File: src/rtl/mem_port_arbiter.sv
// rtl/mem_port_arbiter.sv - fetch/data arbiter for a shared single-port synchronous SRAM
//
// Grants at most one memory access per cycle. Data side has priority, but a
// fetch that has been passed over STARVE_LIMIT times in a row wins next.
// Read responses are steered back to their issuer MEM_LAT cycles after grant.
//
// Ports:
//   CLK, RSTn                 clock, synchronous active-low reset
//   IF_REQ/IF_ADDR            fetch request, byte address (bits [1:0] unused)
//   IF_GNT/IF_RVALID/IF_RDATA fetch grant (comb), response valid, read data
//   D_REQ/D_WE/D_ADDR/D_BE/D_WDATA  data request, write flag, word address,
//                             byte enables, write data
//   D_GNT/D_RVALID/D_RDATA    data grant (comb), response valid, read data
//   MEM_CSN/MEM_WEN/MEM_ADDR/MEM_BE/MEM_DOUT/MEM_DI  SRAM port
//   IF_STALL_CNT              cycles with fetch requesting but not granted

module mem_port_arbiter #(
    parameter int MEM_LAT      = 1,
    parameter int STARVE_LIMIT = 4
) (
    input  logic        CLK,
    input  logic        RSTn,
    input  logic        IF_REQ,
    input  logic [13:0] IF_ADDR,
    output logic        IF_GNT,
    output logic        IF_RVALID,
    output logic [31:0] IF_RDATA,
    input  logic        D_REQ,
    input  logic        D_WE,
    input  logic [11:0] D_ADDR,
    input  logic [3:0]  D_BE,
    input  logic [31:0] D_WDATA,
    output logic        D_GNT,
    output logic        D_RVALID,
    output logic [31:0] D_RDATA,
    output logic        MEM_CSN,
    output logic        MEM_WEN,
    output logic [11:0] MEM_ADDR,
    output logic [3:0]  MEM_BE,
    output logic [31:0] MEM_DOUT,
    input  logic [31:0] MEM_DI,
    output logic [31:0] IF_STALL_CNT
);

    logic [3:0]         wait_cnt;
    logic               starve;
    logic               rd_gnt;
    logic [11:0]        addr_q;
    logic [31:0]        dout_q;
    logic [MEM_LAT-1:0] vld_sr;
    logic [MEM_LAT-1:0] own_if_sr;   // 1 = response belongs to fetch
    logic               unused_ok;

    assign unused_ok = ^IF_ADDR[1:0];

    assign starve = (wait_cnt == 4'(STARVE_LIMIT));

    // Data wins a tie unless fetch has been starved long enough.
    always_comb begin
        IF_GNT = 1'b0;
        D_GNT  = 1'b0;
        if (RSTn) begin
            if (IF_REQ && (!D_REQ || starve)) begin
                IF_GNT = 1'b1;
            end else if (D_REQ) begin
                D_GNT = 1'b1;
            end
        end
    end

    assign rd_gnt = IF_GNT || (D_GNT && !D_WE);

    // Address/write data hold their last driven value when idle so the SRAM
    // pins do not toggle needlessly.
    assign MEM_CSN  = !(IF_GNT || D_GNT);
    assign MEM_WEN  = !(D_GNT && D_WE);
    assign MEM_BE   = IF_GNT ? 4'b1111 : (D_GNT ? D_BE : 4'b0000);
    assign MEM_ADDR = IF_GNT ? IF_ADDR[13:2] : (D_GNT ? D_ADDR : addr_q);
    assign MEM_DOUT = D_GNT ? D_WDATA : dout_q;

    always_ff @(posedge CLK) begin
        if (!RSTn) begin
            addr_q <= '0;
            dout_q <= '0;
        end else begin
            if (IF_GNT || D_GNT) addr_q <= MEM_ADDR;
            if (D_GNT)           dout_q <= D_WDATA;
        end
    end

    // Starvation counter: counts consecutive data wins over a waiting fetch.
    always_ff @(posedge CLK) begin
        if (!RSTn) begin
            wait_cnt <= '0;
        end else if (IF_GNT || !IF_REQ) begin
            wait_cnt <= '0;
        end else if (D_GNT && !starve) begin
            wait_cnt <= wait_cnt + 4'd1;
        end
    end

    // Response pipeline: entry 0 is the newest grant, MEM_LAT-1 is the head.
    always_ff @(posedge CLK) begin
        if (!RSTn) begin
            vld_sr    <= '0;
            own_if_sr <= '0;
        end else begin
            vld_sr[0]    <= rd_gnt;
            own_if_sr[0] <= IF_GNT;
            for (int i = 1; i < MEM_LAT; i++) begin
                vld_sr[i]    <= vld_sr[i-1];
                own_if_sr[i] <= own_if_sr[i-1];
            end
        end
    end

    assign IF_RVALID = RSTn && vld_sr[MEM_LAT-1] && own_if_sr[MEM_LAT-1];
    assign D_RVALID  = RSTn && vld_sr[MEM_LAT-1] && !own_if_sr[MEM_LAT-1];
    assign IF_RDATA  = MEM_DI;
    assign D_RDATA   = MEM_DI;

    always_ff @(posedge CLK) begin
        if (!RSTn) begin
            IF_STALL_CNT <= '0;
        end else if (IF_REQ && !IF_GNT) begin
            IF_STALL_CNT <= IF_STALL_CNT + 32'd1;
        end
    end

endmodule

File: config.mk
export PLATFORM = sky130hd
export DESIGN_NAME = mem_port_arbiter
export DESIGN_NICKNAME = d
export VERILOG_FILES = /design/src/rtl/mem_port_arbiter.sv
export SDC_FILE = /design/constraint.sdc
export NUM_CORES = 1
export LEC_CHECK = 0
export BUFFER_PORTS_ARGS = -buffer_cell sky130_fd_sc_hd__buf_2
export CAP_MARGIN = 25
export CORE_MARGIN = 3
export CORE_UTILIZATION = 45
export CTS_CLUSTER_DIAMETER = 30
export DETAILED_ROUTE_END_ITERATION = 8
export HOLD_SLACK_MARGIN = 0.1
export PLACE_DENSITY_LB_ADDON = 0.08
export SLEW_MARGIN = 20
export SYNTH_ARGS = -nofsm -noshare
export SYNTH_HDL_FRONTEND = slang
export SYNTH_SLANG_ARGS = --single-unit
File: constraint.sdc
create_clock -name CLK -period 4 [get_ports CLK]
set_clock_uncertainty 0.1 [all_clocks]
set_input_delay 0.6 -clock CLK [delete_from_list [all_inputs] [get_ports CLK]]
set_output_delay 0.6 -clock CLK [all_outputs]
set_load 0.02 [all_outputs]
======== Yosys cells after proc, flatten, opt, wreduce, memory -nomap -nowiden ========
Index checks and enable logic that the tools add are counted.
storage, ports and cells
  flip-flop bits (word level) ............. 82
  output and inout bits ................... 150
operators by class
  add/subtract/negate cells ............... 2
  equal/unequal tests ..................... 1
  multiplexer cells ....................... 10
  bitwise gates (word level) .............. 1
  reduce and logical (&&, ||, !) cells .... 21
operators by type and width
  cell                                                              number
  32-bit by 1-bit adder with 32-bit output (second input constant)  1
  32-bit 2-to-1 mux                                                 1
  12-bit 2-to-1 mux                                                 2
  1-bit logical AND                                                 8
  1-bit logical NOT                                                 8
  4-bit 2-to-1 mux                                                  2
  1-bit 2-to-1 mux                                                  5
  4-bit by 1-bit adder with 4-bit output (second input constant)    1
  4-bit by 3-bit == test with 1-bit output (second input constant)  1
  1-bit logical OR                                                  4
  2-bit OR reduction                                                1
  1-bit NOT                                                         1

======== Logic depth before layout (Yosys ltp) ========
Gate-level depths: netlist of run 1.
  depth in word-level cells ............... 7
  gate-level depth with buffers ........... 8

======== Worst setup path before layout of run 1 ========
OpenSTA, ideal clock, no wires.
  kind .................................... input-to-output
  from .................................... in IF_REQ
  to ...................................... out MEM_ADDR[0]
  arrival ................................. 2086 ps
  data required time ...................... 3300 ps
  slack ................................... 1214 ps
  stages on the path ...................... 6
  buffers on the path ..................... 2
  path through ............................ clkbuf_1 -> inv_1 -> a211oi_2 -> clkbuf_1 -> a22oi_1 -> nand2_1
on the way
  elaborated cells on any way between the ends .. 7
  classes of those cells .................. mux: 6; reduce/logical: 1
RTL lines
  element            line  text
  start, declared    23    input logic IF_REQ,
  1-bit logical AND  63    if (IF_REQ && (!D_REQ || starve)) begin
  1-bit 2-to-1 mux   63
  1-bit 2-to-1 mux   62    if (RSTn) begin
  net IF_GNT         25    output logic IF_GNT,
  12-bit 2-to-1 mux  78    assign MEM_ADDR = IF_GNT ? IF_ADDR[13:2] : (D_GNT ? D_ADDR : addr_q);
  end, declared      38    output logic [11:0] MEM_ADDR,
The timed path passes the listed nets, and every way through them passes these cells.

======== Worst setup path in the final report of run 1 ========
  from .................................... in RSTn
  to ...................................... out MEM_ADDR[11]
on the way
  longest elaborated chain between the ends .. 3
  elaborated cells on any way between the ends .. 4
  classes of those cells .................. mux: 4
RTL lines
  element                line  text
  start, declared        22    input logic RSTn,
  1-bit 2-to-1 mux       62
  12-bit 2-to-1 mux      78
  12-bit 2-to-1 mux (*)  78
Mark *: on every way between the ends. The rest lies on a longest branch, timed or not.

==> results.ini, run 1 <==
[status]
status=finished clean

[die]
pin_count=249
dieHeight_um=102
core_area_um2=8850
start_util=0.468
rows=34
die_w_um=102
die-area_um2=10400

[sta]
relSlewSlack=0.415
whs_ns=0.342
fin_crit_sh=0.772
hold_viol_final=0
setup_violations=0
max_freq_mhz=324
min_period_ns=3.09
rsz0062_at_grt=no
tightest_slew_ns=0.878
finalMaxSlewViolations=0
tns_ns=0

[synthesis]
synth_xor_area_frac=0.0106
synth_mux_area_frac=0.106
synth_fa_ha_area_frac=0.00906
synth.yosys.seq_area_share=0.396
syn_inst=466
synth_top_family_by_area=simple AND/OR/NAND/NOR gates
synth-simple-area-share=0.219
ys_seq_elements=82
yosys_warnings=0
synth_compound_area_frac=0.104
synth_fp_nets=568
yosysUniqueCellTypes=41
synthesis.area_um2=4140
syn_area_per_cell_um2=8.89

[clocking]
cts_setup_buffers=0
clock-root-buffer=clkbuf_8
post_cts_resized=0
holdBufCountCts=0
cts_tree=built
h-tree-depth=3
cts-buffers-inserted=9
insertion_delay_ns=0.35
cts_buffer_depth=2
clock-sinks=82
clk_pin_slew_ns=0.08

[power_and_ir_drop]
peakVddDrop_uv=237
power_density_nw_per_um2=377
total_leakage_power_uw=0.00214

[final_layout]
antenna_cells=0
fin_nets=646
drive_gt1_frac=0.383
syn2layout_area_growth_pct=13.7
post-route-cell-area_um2=4710
num-fill-cells=902
finalCoreUtilization=0.533

[drt]
routed-via-count=3418
wl_um=8980
drtAntennaViolNets=0
drc=0
drt_iter0_drc=89
wl_per_cell_um=13.7
vias_per_cell=5.20
first_pass_iters=4

[placed_design]
gp_congestion=0.796
io_buffers=150
post_dp_cell_area_um2=4480
hpwl_um=6340

[worst_setup_path]
r2r_cells=7
worst-setup-path-type=in -> out
crit_fanout=58
end_kind=output port
cp_data_arrival_time_ns=2.39
worstSetupStartpointType=primary input
required_ns=3.30

[global_route]
grt_max_degree=59
antenna_found_initial=0
first_global_vias=3212
gr-usage-all-layers=0.176
grt_overflow=0
grt_pass1_wl_um=14700

[min_path]
hold_depth=2
min_path_type=in -> reg

[job]
maxCapViolCount=0

## final timing paths
kind	from	end	slack (ns)
worst min-delay path	D_WE	vld_sr	0.34
worst max-delay path	RSTn	MEM_ADDR[11]	0.91
worst min register to register	addr_q[2]	addr_q[2]	0.36
worst max register to register	wait_cnt[0]	IF_STALL_CNT[11]	1.54
## metal layers
| layer | GRT usage | up-vias | wire, um |
|---|---|---|---|
| li1 | - | 1710 | - |
| met1 | 0.210 | 1577 | 3800 |
| met2 | 0.297 | 113 | 4390 |
| met3 | 0.0498 | 18 | 668 |
| met4 | 0.0716 | 0 | 125 |
| met5 | 0 | - | 0 |
## state kept, by name, indices dropped and copies added, names as in the netlist
name	flops
IF_STALL_CNT	32
dout_q	32
addr_q	12
vld_sr	1
own_if_sr	1
wait_cnt	4
## stage by stage
stage                     power [uW]  worst slack, ns  std cells
after floorplan                 1110             1.21        466
after global placement          1100            0.967        641
after detailed placement        1100            0.886        641
after CTS                       1810            0.886        657
after global routing            1860            0.699        657
final                           1780            0.913        657
## critical path, stage by stage
cell and delay, ns:
buf_2 0.65, o211ai_1 0.24, inv_1 0.42, a22oi_1 0.17, nand2_1 0.10, buf_2 0.16
## cells in the final DEF (no fill, tap or decap), types with 3 or more instances in the layout
master and instances:
buf_2 150, dfxtp_1 82, nand2_1 43, and2_1 33
a21oi_1 33, mux2_2 32, nor2_1 17, or4_1 13
inv_1 12, a22oi_1 12, o31ai_1 12, nand3_1 11
clkbuf_8 10, nand2b_1 9, nand4_1 9, nor4_1 9
mux2i_1 8, o21ai_0 7, or3_1 7, buf_4 6
and3_1 4, and4_1 3, xor2_1 3, ha_1 3
## logic make-up after synthesis
| family | after synthesis |
|---|---|
| adders and majority gates | 3 |
| AOI/OAI and AO/OA | 70 |
| buffers and inverters | 102 |
| xor gates and xnor gates | 5 |
| muxes | 40 |
| DFF | 82 |
| and+or+nand+nor | 164 |
## area by class of cell
class,count,area (um2),area share
inverters,13,48.8,0.0104
repair buffers,156,796,0.169
clock buffers,10,138,0.0292
well taps,108,135,0.0287
clock inverters,6,96.3,0.0204
flip-flops and latches,82,1640,0.348
multi-input cells,282,1860,0.394
## cell usage after synthesis (all sizes together)
cell,count,area [um2]
dfxtp,82,1640
inv,13,48.8
nor2,17,63.8
o21ai,8,40.0
xor2,3,26.3
nor4,9,56.3
a211oi,2,20.0
nand3b,1,7.51
clkbuf,18,72.6
and4,3,26.3
o31ai,12,90.1
nand4b,1,8.76
nand2,43,161
ha,3,37.5
a21oi,33,165
o21a,1,7.51
and2,33,206
nand3,12,65.1
a22oi,12,90.1
or4,14,109
and3,4,25.0
mux2,32,360
buf,71,524
or3,8,51.3
xnor2,2,17.5
mux2i,8,80.1
o211ai,1,7.51
o31a,1,8.76
nand2b,9,56.3
nand4,10,68.8
## power breakdown
group	switching (uW)	total, uW	internal, uW	leakage, uW
combinational	135	232	97.2	0.00136
clock	319	697	378	0.000115
sequential	7.88	850	842	0.000667
total	462	1780	1320	0.00214
(Power assumes the default switching activity.)
==> inputs of run 2 (changes only) <==
CORE_UTILIZATION = 39   (was 45)
clock period = 2.55 ns   (was 4 ns; I/O delays follow)
==> results.ini, run 2 (synthesis gave the netlist of run 1 again) <==
[sta]
whs_ns=0.220
rsz0062_at_grt=yes
fin_ws_ns=0.0517
hold_viol_final=0
min_period_ns=2.50
setup_violations=0
fin_crit_sh=0.980
tns_ns=0
finalMaxSlewViolations=0
tightest_slew_ns=0.580
relSlewSlack=0.613
max_freq_mhz=400

[clocking]
h-tree-depth=3
cts_buffer_depth=2
cts_tree=built
clock-root-buffer=clkbuf_8
cts-buffers-inserted=9
clock-sinks=82
insertion_delay_ns=0.35
clk_pin_slew_ns=0.08

[worst_setup_path]
path_buf_inv=4
cp_top_family=buffers and inverters
crit_fanout=8
cp_data_arrival_time_ns=2.02
required_ns=2.07
critPathMaxStageDelay_ns=0.34
crit_path_cell_trace=inv_2 -> ha_4 -> nand3b_1 -> o211ai_1 -> buf_6 -> clkbuf_16 -> mux2_4 -> buf_6
end_kind=output port
crit_slowest_cell=dfxtp_2
worst-setup-path-type=reg -> out
worstSetupStartpointType=register
cpMostUsedCell=buf_6

[die]
core_area_um2=10300
start_util=0.401
dieHeight_um=109
pin_count=249
die-area_um2=11900
die_w_um=109
rows=37

[drt]
wl_per_cell_um=14.5
drtAntennaViolNets=0
vias_per_cell=5.00
routed-via-count=3467
drc=0
first_pass_iters=4
wl_um=10100
drt_iter0_drc=122

[global_route]
grt_max_degree=52
gr-usage-all-layers=0.157
antenna_found_initial=0
grt_pass1_wl_um=15000
grt_overflow=0
first_global_vias=3258

[final_layout]
layout.cells.most_common=buf_2
syn2layout_area_growth_pct=26.7
antenna_cells=0
top_regs=IF_STALL_CNT x32, dout_q x32, addr_q x12
drive_gt1_frac=0.416
num-fill-cells=982
fin_nets=655
final_cell_mix=buf_2, dfxtp_1, nand2_1

[power_and_ir_drop]
pwr-share-comb=0.179
p_int_uw=2020
power_density_nw_per_um2=524
clkPwrFrac=0.335
switching_share=0.266
power_switching_uw=731
peakVddDrop_uv=241
fin_total_pwr_uw=2750
pwr-share-seq=0.486
total_leakage_power_uw=0.00236

[placed_design]
io_buffers=150
hpwl_um=6530
post-place-ws_ns=0.182
gp_congestion=0.740

[status]
status=finished clean

[min_path]
min_path_type=in -> reg

[job]
maxCapViolCount=0

[run 2: cell count changes in the layout (fill, tap and decap cells not counted), sizes merged, moves of 2 or more]
cell,delta
buf,+6
clkbuf,+3
clkinv,+2
inv,-3
[run 2: metal layers]
metal	wire (um)	GRT usage
met3	806	0.0562
met2	4740	0.254
met5	0	0
met1	4400	0.190
met4	127	0.0658
[run 2: timing repair]
action                                 4_1_cts  5_1_grt
endpoints found under the hold margin        1        0
resized for setup                           13      112
pin swaps                                    1        2
hold buffers                                 1        0
buffers inserted                             2        1
setup endpoints to repair                   45       45
cloned                                       1        2
[run 2: through the flow]
stage          cell area [um2]  std cells   util
2_1_floorplan             4140        466      -
3_3_place_gp              4540        671  0.440
3_5_place_dp              4540        671  0.440
4_1_cts                   4810        691  0.466
5_1_grt                   5250        694  0.509
6_report                  5250        694  0.509
[run 2: path summary, 6_finish.rpt]
check | startpoint | to | depth (start not counted) | slack [ns]
setup / recovery | wait_cnt[1] | MEM_DOUT[10] | 8 | 0.05
hold / removal | D_REQ | own_if_sr | 2 | 0.22
setup reg to reg | IF_STALL_CNT[9] | IF_STALL_CNT[19] | 4 | 0.23
hold reg to reg | wait_cnt[0] | wait_cnt[0] | 1 | 0.35
[run 2: final cells by class]
class	instances	area, um2	area share
tap	136	170	0.0324
inverter	13	51.3	0.00977
clock inverter	5	55.1	0.0105
sequential	82	1640	0.313
timing repair buffer	165	1160	0.221
clock buffer	11	131	0.0250
multi-input combinational	282	2040	0.388
[run 2: power by group through the flow]
stage	Combinational, uW	Clock (uW)	Sequential (uW)
floorplan	378	0	1360
global placement	372	0	1360
detailed placement	376	0	1360
CTS	393	958	1330
global route	533	1010	1340
finish	492	923	1340
